**config.mk**
```make
export PLATFORM = sky130hd
export DESIGN_NAME = perceptron_trainer_flat
export DESIGN_NICKNAME = d
export VERILOG_FILES = /design/src/rtl/perceptron_trainer_if.sv /design/src/rtl/perceptron_trainer.sv /design/src/flat_wrapper.sv
export SDC_FILE = /design/constraint.sdc
export NUM_CORES = 1
export LEC_CHECK = 0
export CAP_MARGIN = 20
export CORE_ASPECT_RATIO = 0.5
export CORE_MARGIN = 2
export CORE_UTILIZATION = 46
export CTS_CLUSTER_SIZE = 16
export DETAILED_ROUTE_END_ITERATION = 8
export DONT_BUFFER_PORTS = 1
export PLACE_DENSITY_LB_ADDON = 0.25
export SLEW_MARGIN = 0
export SYNTH_ARGS = -nofsm -noshare
export SYNTH_HDL_FRONTEND = slang
export SYNTH_SLANG_ARGS = --single-unit
```
**constraint.sdc**
```tcl
create_clock -name clk -period 9.6 [get_ports clk]
set_input_delay 1.92 -clock clk [delete_from_list [all_inputs] [get_ports clk]]
set_output_delay 1.92 -clock clk [all_outputs]
set_load 0.005 [all_outputs]
```
**src/rtl/perceptron_trainer_if.sv**
```systemverilog
// Bundle between the forward path and the perceptron weight bank / learning-rule engine.
// master drives requests and loads; slave owns the weights and reports busy/done/sat.
interface perceptron_trainer_if #(
  parameter int N     = 4,
  parameter int WIDTH = 6
);
  localparam int IDXW = (N > 1) ? $clog2(N) : 1;

  logic                    start;
  logic                    target;
  logic                    predicted;
  logic signed [WIDTH-1:0] lr;
  logic [N*WIDTH-1:0]      x_flat;
  logic                    load_en;
  logic [IDXW-1:0]         load_idx;
  logic signed [WIDTH-1:0] load_data;
  logic [N*WIDTH-1:0]      w_flat;
  logic                    busy;
  logic                    done;
  logic                    sat;

  modport master (
    output start, target, predicted, lr, x_flat, load_en, load_idx, load_data,
    input  w_flat, busy, done, sat
  );

  modport slave (
    input  start, target, predicted, lr, x_flat, load_en, load_idx, load_data,
    output w_flat, busy, done, sat
  );
endinterface

```
**src/rtl/perceptron_trainer.sv**
```systemverilog
// Weight bank + perceptron rule w[i] <= sat(w[i] + err*lr*x[i]), one weight per cycle.
// Latency N+1 cycles start-to-done (1 when err = 0); start/load are dropped while busy, no queuing.
module perceptron_trainer #(
  parameter int N     = 4,
  parameter int WIDTH = 6,
  parameter int FRAC  = 3
) (
  input logic                 clk,
  input logic                 reset_l,
  perceptron_trainer_if.slave bus
);
  localparam int IDXW = (N > 1) ? $clog2(N) : 1;
  localparam logic [WIDTH-1:0] SMIN = {1'b1, {(WIDTH-1){1'b0}}};
  localparam logic [WIDTH-1:0] SMAX = {1'b0, {(WIDTH-1){1'b1}}};

  typedef enum logic [1:0] {IDLE, UPDATE, DONE} state_t;

  state_t                  state_q, state_d;
  logic [IDXW-1:0]         idx_q, idx_d;
  logic signed [WIDTH-1:0] lr_q, lr_d;
  logic                    err_neg_q, err_neg_d;
  logic                    sat_q, sat_d;
  logic                    busy_q, done_q;
  logic [WIDTH-1:0]        w_q [N];
  logic [WIDTH-1:0]        w_d [N];

  logic signed [WIDTH-1:0]   x_cur, w_cur, q_sat, s_sat;
  logic signed [2*WIDTH-1:0] prod, q_full;
  logic signed [WIDTH:0]     s_full;
  logic                      q_clip, s_clip;

  // Datapath for the weight currently addressed by idx_q.
  always_comb begin
    x_cur  = bus.x_flat[idx_q*WIDTH +: WIDTH];
    w_cur  = w_q[idx_q];
    prod   = $signed({{WIDTH{lr_q[WIDTH-1]}}, lr_q}) * $signed({{WIDTH{x_cur[WIDTH-1]}}, x_cur});
    q_full = prod >>> FRAC;
    q_clip = (q_full[2*WIDTH-1:WIDTH-1] != '0) && (q_full[2*WIDTH-1:WIDTH-1] != '1);
    q_sat  = q_clip ? (q_full[2*WIDTH-1] ? SMIN : SMAX) : q_full[WIDTH-1:0];
    s_full = err_neg_q ? ({w_cur[WIDTH-1], w_cur} - {q_sat[WIDTH-1], q_sat})
                       : ({w_cur[WIDTH-1], w_cur} + {q_sat[WIDTH-1], q_sat});
    s_clip = s_full[WIDTH] != s_full[WIDTH-1];
    s_sat  = s_clip ? (s_full[WIDTH] ? SMIN : SMAX) : s_full[WIDTH-1:0];
  end

  always_comb begin
    state_d   = state_q;
    idx_d     = idx_q;
    lr_d      = lr_q;
    err_neg_d = err_neg_q;
    sat_d     = sat_q;
    w_d       = w_q;
    case (state_q)
      IDLE: begin
        // start has priority; a simultaneous load is dropped.
        if (bus.start) begin
          lr_d      = bus.lr;
          err_neg_d = !bus.target && bus.predicted;
          sat_d     = 1'b0;
          idx_d     = '0;
          state_d   = (bus.target != bus.predicted) ? UPDATE : DONE;
        end else if (bus.load_en && (int'(bus.load_idx) < N)) begin
          w_d[bus.load_idx] = bus.load_data;
        end
      end
      UPDATE: begin
        w_d[idx_q] = s_sat;
        if (q_clip || s_clip) sat_d = 1'b1;
        if (idx_q == IDXW'(N-1)) begin
          idx_d   = '0;
          state_d = DONE;
        end else begin
          idx_d = idx_q + 1'b1;
        end
      end
      DONE:    state_d = IDLE;
      default: state_d = IDLE;
    endcase
  end

  always_ff @(posedge clk or negedge reset_l) begin
    if (!reset_l) begin
      state_q   <= IDLE;
      idx_q     <= '0;
      lr_q      <= '0;
      err_neg_q <= 1'b0;
      sat_q     <= 1'b0;
      busy_q    <= 1'b0;
      done_q    <= 1'b0;
      for (int i = 0; i < N; i++) w_q[i] <= '0;
    end else begin
      state_q   <= state_d;
      idx_q     <= idx_d;
      lr_q      <= lr_d;
      err_neg_q <= err_neg_d;
      sat_q     <= sat_d;
      busy_q    <= (state_d != IDLE);
      done_q    <= (state_d == DONE);
      w_q       <= w_d;
    end
  end

  always_comb begin
    bus.w_flat = '0;
    for (int i = 0; i < N; i++) bus.w_flat[i*WIDTH +: WIDTH] = w_q[i];
  end

  assign bus.busy = busy_q;
  assign bus.done = done_q;
  assign bus.sat  = sat_q;
endmodule

```
**src/flat_wrapper.sv**
```systemverilog
// flat-port wrapper written by rule: the top's interface ports become plain ports
module perceptron_trainer_flat 
#(
  parameter int N     = 4,
  parameter int WIDTH = 6,
  parameter int FRAC  = 3
)
  (clk, reset_l, bus_start, bus_target, bus_predicted, bus_lr, bus_x_flat, bus_load_en, bus_load_idx, bus_load_data, bus_w_flat, bus_busy, bus_done, bus_sat);
  perceptron_trainer_if #(.N(N), .WIDTH(WIDTH)) bus_i ();
  input logic clk;
  input logic reset_l;
  input wire logic [$bits(bus_i.start)-1:0] bus_start;
  input wire logic [$bits(bus_i.target)-1:0] bus_target;
  input wire logic [$bits(bus_i.predicted)-1:0] bus_predicted;
  input wire logic [$bits(bus_i.lr)-1:0] bus_lr;
  input wire logic [$bits(bus_i.x_flat)-1:0] bus_x_flat;
  input wire logic [$bits(bus_i.load_en)-1:0] bus_load_en;
  input wire logic [$bits(bus_i.load_idx)-1:0] bus_load_idx;
  input wire logic [$bits(bus_i.load_data)-1:0] bus_load_data;
  output wire logic [$bits(bus_i.w_flat)-1:0] bus_w_flat;
  output wire logic [$bits(bus_i.busy)-1:0] bus_busy;
  output wire logic [$bits(bus_i.done)-1:0] bus_done;
  output wire logic [$bits(bus_i.sat)-1:0] bus_sat;
  assign bus_i.start = bus_start;
  assign bus_i.target = bus_target;
  assign bus_i.predicted = bus_predicted;
  assign bus_i.lr = bus_lr;
  assign bus_i.x_flat = bus_x_flat;
  assign bus_i.load_en = bus_load_en;
  assign bus_i.load_idx = bus_load_idx;
  assign bus_i.load_data = bus_load_data;
  assign bus_w_flat = bus_i.w_flat;
  assign bus_busy = bus_i.busy;
  assign bus_done = bus_i.done;
  assign bus_sat = bus_i.sat;
  perceptron_trainer #(.N(N), .WIDTH(WIDTH), .FRAC(FRAC)) u_core (.clk(clk), .reset_l(reset_l), .bus(bus_i));
endmodule
```
==> flow_metrics.env <==
export IMPL_rows=23
export IMPL_synthesis_area_mm2=0.00391
export IMPL_ys_flop_type="dfrtp_1"
export IMPL_root_buffer="clkbuf_16"
export IMPL_ys_warn_count=0
export IMPL_yosysTopAreaCellShare=0.243
export IMPL_drt_iter0_drc=182
export IMPL_overflow=0
export IMPL_gp_congestion=0.974
export IMPL_hpwl_um=7800
export IMPL_pre_cts_slack_ns=0.102
export IMPL_reg2reg_depth=26
export IMPL_antenna_cells=0
export IMPL_maxSlewViolCount=0
export IMPL_groute_usage_overall=0.222
export IMPL_critPathLaunchType="input pin"
export IMPL_detail_route_antenna_nets=0
export IMPL_coreArea_mm2=0.00812
export IMPL_clock_sinks=38
export IMPL_yosys_area_top_type="dfrtp_1"
export IMPL_arrival_ns=9.15
export IMPL_numPortBuffers=0
export IMPL_rsz0062_at_grt="no"
export IMPL_min_delay_path_depth=2
export IMPL_end_kind="register"
export IMPL_synth_area_leaders="dfrtp_1 (24%), fa_1 (14%), ha_1 (9.9%)"
export IMPL_grt_pass1_vias=3256
export IMPL_drc_errors=0
export IMPL_fp_dieW_um=134
export IMPL_io_pins=71
export IMPL_fin_nets=501
export IMPL_clock_latency_ns=0.29
export IMPL_holdBufCountCts=0
export IMPL_htreeDepth=2
export IMPL_antenna_found_initial=0
export IMPL_hold_viol=0
export IMPL_ys_ff_latch=38
export IMPL_cap_violations=0
export IMPL_area_growth_pct=7.27
export IMPL_grt_pass1_wl_um=16400
export IMPL_wl_um=9860
export IMPL_dieHeight_um=69.2
export IMPL_die_area_mm2=0.00930
export IMPL_synthTopCellsByCount="nand2_1 (40), dfrtp_1 (38), inv_1 (38)"
export IMPL_setup_ws_ns=0.626
export IMPL_start_util=0.482
export IMPL_skew_ns=0.00628
export IMPL_hold_start="u_core.bus.w_flat[19]"
export IMPL_netlist_cell_type_count=56
export IMPL_grt_max_degree=39
export IMPL_first_pass_iters=5
export IMPL_finalCritPeriodShare=0.935
export IMPL_postSynthCellCount=400
export IMPL_cts_buffers=5
export IMPL_timing_final_crit_period_ns=8.97
export IMPL_outcome="complete, no violations"
export IMPL_path_class="input pin to register"
export IMPL_slew_headroom=0.312
export IMPL_cts_tree="built"
export IMPL_setup_viol=0
export IMPL_min_to="u_core.bus.w_flat[19]"
export IMPL_tns_ns=0
export IMPL_worstMarginPinSlew_ns=1.03
export IMPL_clk_pin_slew_ns=0.06
export IMPL_r2r_start="u_core.idx_q[0]"
export IMPL_avgSynthCellArea_um2=9.77
export IMPL_fill_cells=723
export IMPL_reg2reg_to="u_core.bus.w_flat[6]"
export IMPL_syn_nets=502
export IMPL_multi_input_area_mm2=0.00277
export IMPL_ys_seq_area_frac=0.243
export IMPL_synth_most_common_cell="nand2_1"
export IMPL_synth_edf_count=0
export IMPL_timing_fmax_mhz=111
export IMPL_final_core_util=0.517
export IMPL_wl_per_cell_um=19.3
export IMPL_r2r_setup_slack_ns=1.19
export IMPL_viasPerCell=6.11
export IMPL_seqCellArea_um2=951
export IMPL_drive_gt1_frac=0.105
export IMPL_hp_class="register to register"
export IMPL_vias=3128
export IMPL_cp_max_fo=10
export IMPL_clockBufferDepth=2
export IMPL_postSynth_asyncResetShare=1.00
export IMPL_crit_required_ns=9.78
through the flow:
| step | instances | hold slack (ns) | cell area, um2 |
|---|---|---|---|
| 2_1_floorplan | 400 | 0.490 | 3910 |
| 5_1_grt | 512 | 0.592 | 4190 |
| 4_1_cts | 509 | 0.550 | 4160 |
| 3_5_place_dp | 501 | 0.536 | 4000 |
| 6_report | 512 | 0.546 | 4190 |
| 3_3_place_gp | 501 | 0.528 | 4000 |
worst max-delay path, stage by stage:
cell      delay, ns
mux4_2         0.56
nand2b_1       0.14
fa_1           0.43
fa_1           0.56
inv_1          0.06
fa_1           0.57
fa_1           0.48
ha_1           0.33
a211oi_2       0.35
o21ai_1        0.20
mux2i_1        0.26
nand2_1        0.13
a21oi_1        0.34
a21oi_1        0.12
ha_1           0.24
nor2_1         0.17
xor2_1         0.21
ha_1           0.30
nor2b_1        0.16
nor3_1         0.22
o21bai_1       0.12
a21oi_1        0.20
xnor2_1        0.17
xnor2_4        0.36
a211oi_1       0.18
a221o_1        0.37
registers in the layout, summed over array words and instances, names as in the netlist:
| name | count |
|---|---|
| u_core.bus.busy | 1 |
| u_core.err_neg_q | 1 |
| u_core.idx_q | 2 |
| u_core.bus.done | 1 |
| u_core.lr_q | 6 |
| u_core.bus.sat | 1 |
| u_core.state_q | 2 |
| u_core.bus.w_flat | 24 |
logic make-up (layout without fill, tap and decap cells):
| group | after synthesis | in the layout | share of synthesized area |
|---|---|---|---|
| simple gates | 119 | 119 | 0.158 |
| compound gates | 93 | 93 | 0.158 |
| fa+ha+maj | 63 | 63 | 0.251 |
| buf+inv | 51 | 51 | 0.0519 |
| flops | 38 | 38 | 0.243 |
| mux | 21 | 21 | 0.0948 |
| xor+xnor | 15 | 15 | 0.0426 |
placed cells by master (no fill, tap or decap), types with 3 or more instances in the layout:
| cell type | netlist | routed |
|---|---|---|
| nand3b_1 | 3 | 3 |
| inv_1 | 38 | 38 |
| and2_1 | 20 | 20 |
| o21bai_1 | 3 | 3 |
| fa_1 | 27 | 27 |
| nor3b_1 | 5 | 5 |
| nand2b_1 | 4 | 4 |
| o21ai_1 | 5 | 4 |
| nor2_1 | 16 | 16 |
| mux4_2 | 12 | 12 |
| xnor2_1 | 6 | 6 |
| xor2_1 | 6 | 6 |
| a22oi_1 | 14 | 14 |
| maj3_1 | 3 | 3 |
| dfrtp_1 | 38 | 38 |
| ha_1 | 31 | 31 |
| a221o_1 | 3 | 3 |
| nor3_1 | 7 | 7 |
| nor2b_1 | 7 | 7 |
| o21ai_0 | 26 | 26 |
| a21oi_1 | 15 | 15 |
| clkbuf_16 | 0 | 5 |
| nand3_1 | 4 | 4 |
| nand2_1 | 40 | 40 |
| a22o_1 | 4 | 4 |
| a31oi_1 | 4 | 4 |
| o221ai_1 | 4 | 4 |
| mux2_2 | 8 | 8 |
| and3_1 | 3 | 3 |
| buf_4 | 0 | 5 |
area by class of cell:
cell class,count,share of cell area
clock buffers,6,0.0331
clock inverters,2,0.00298
inverters,38,0.0340
multi-input cells,311,0.661
flip-flops and latches,38,0.227
well taps,112,0.0334
repair buffers,5,0.00895
metal layers:
layer  part of all wire  GRT usage
met1               0.41      0.279
met2               0.50      0.378
met4              0.017     0.0608
met3              0.074     0.0636
met5                  0          0
what timing repair did:
item                                    4_1_cts  5_1_grt
buffers inserted                              0        2
endpoints found under the setup margin        0       23
resized for setup                             0        2
worst max path at each step:
stage / from / endpoint / slack (ns) / depth (start not counted)
after global placement: bus_x_flat[20] / u_core.bus.w_flat[6] / 0.41 / 26
after floorplan: bus_x_flat[20] / u_core.bus.w_flat[6] / 0.86 / 29
after detailed placement: bus_x_flat[20] / u_core.bus.w_flat[6] / 0.10 / 26
after CTS: bus_x_flat[20] / u_core.bus.w_flat[6] / 0.39 / 26
final: bus_x_flat[23] / u_core.bus.w_flat[6] / 0.63 / 26
after global routing: bus_x_flat[18] / u_core.bus.w_flat[7] / 0.02 / 28
Power is not shown: default switching activity piles up to over one toggle a cycle in this logic, so the estimate is an artifact.
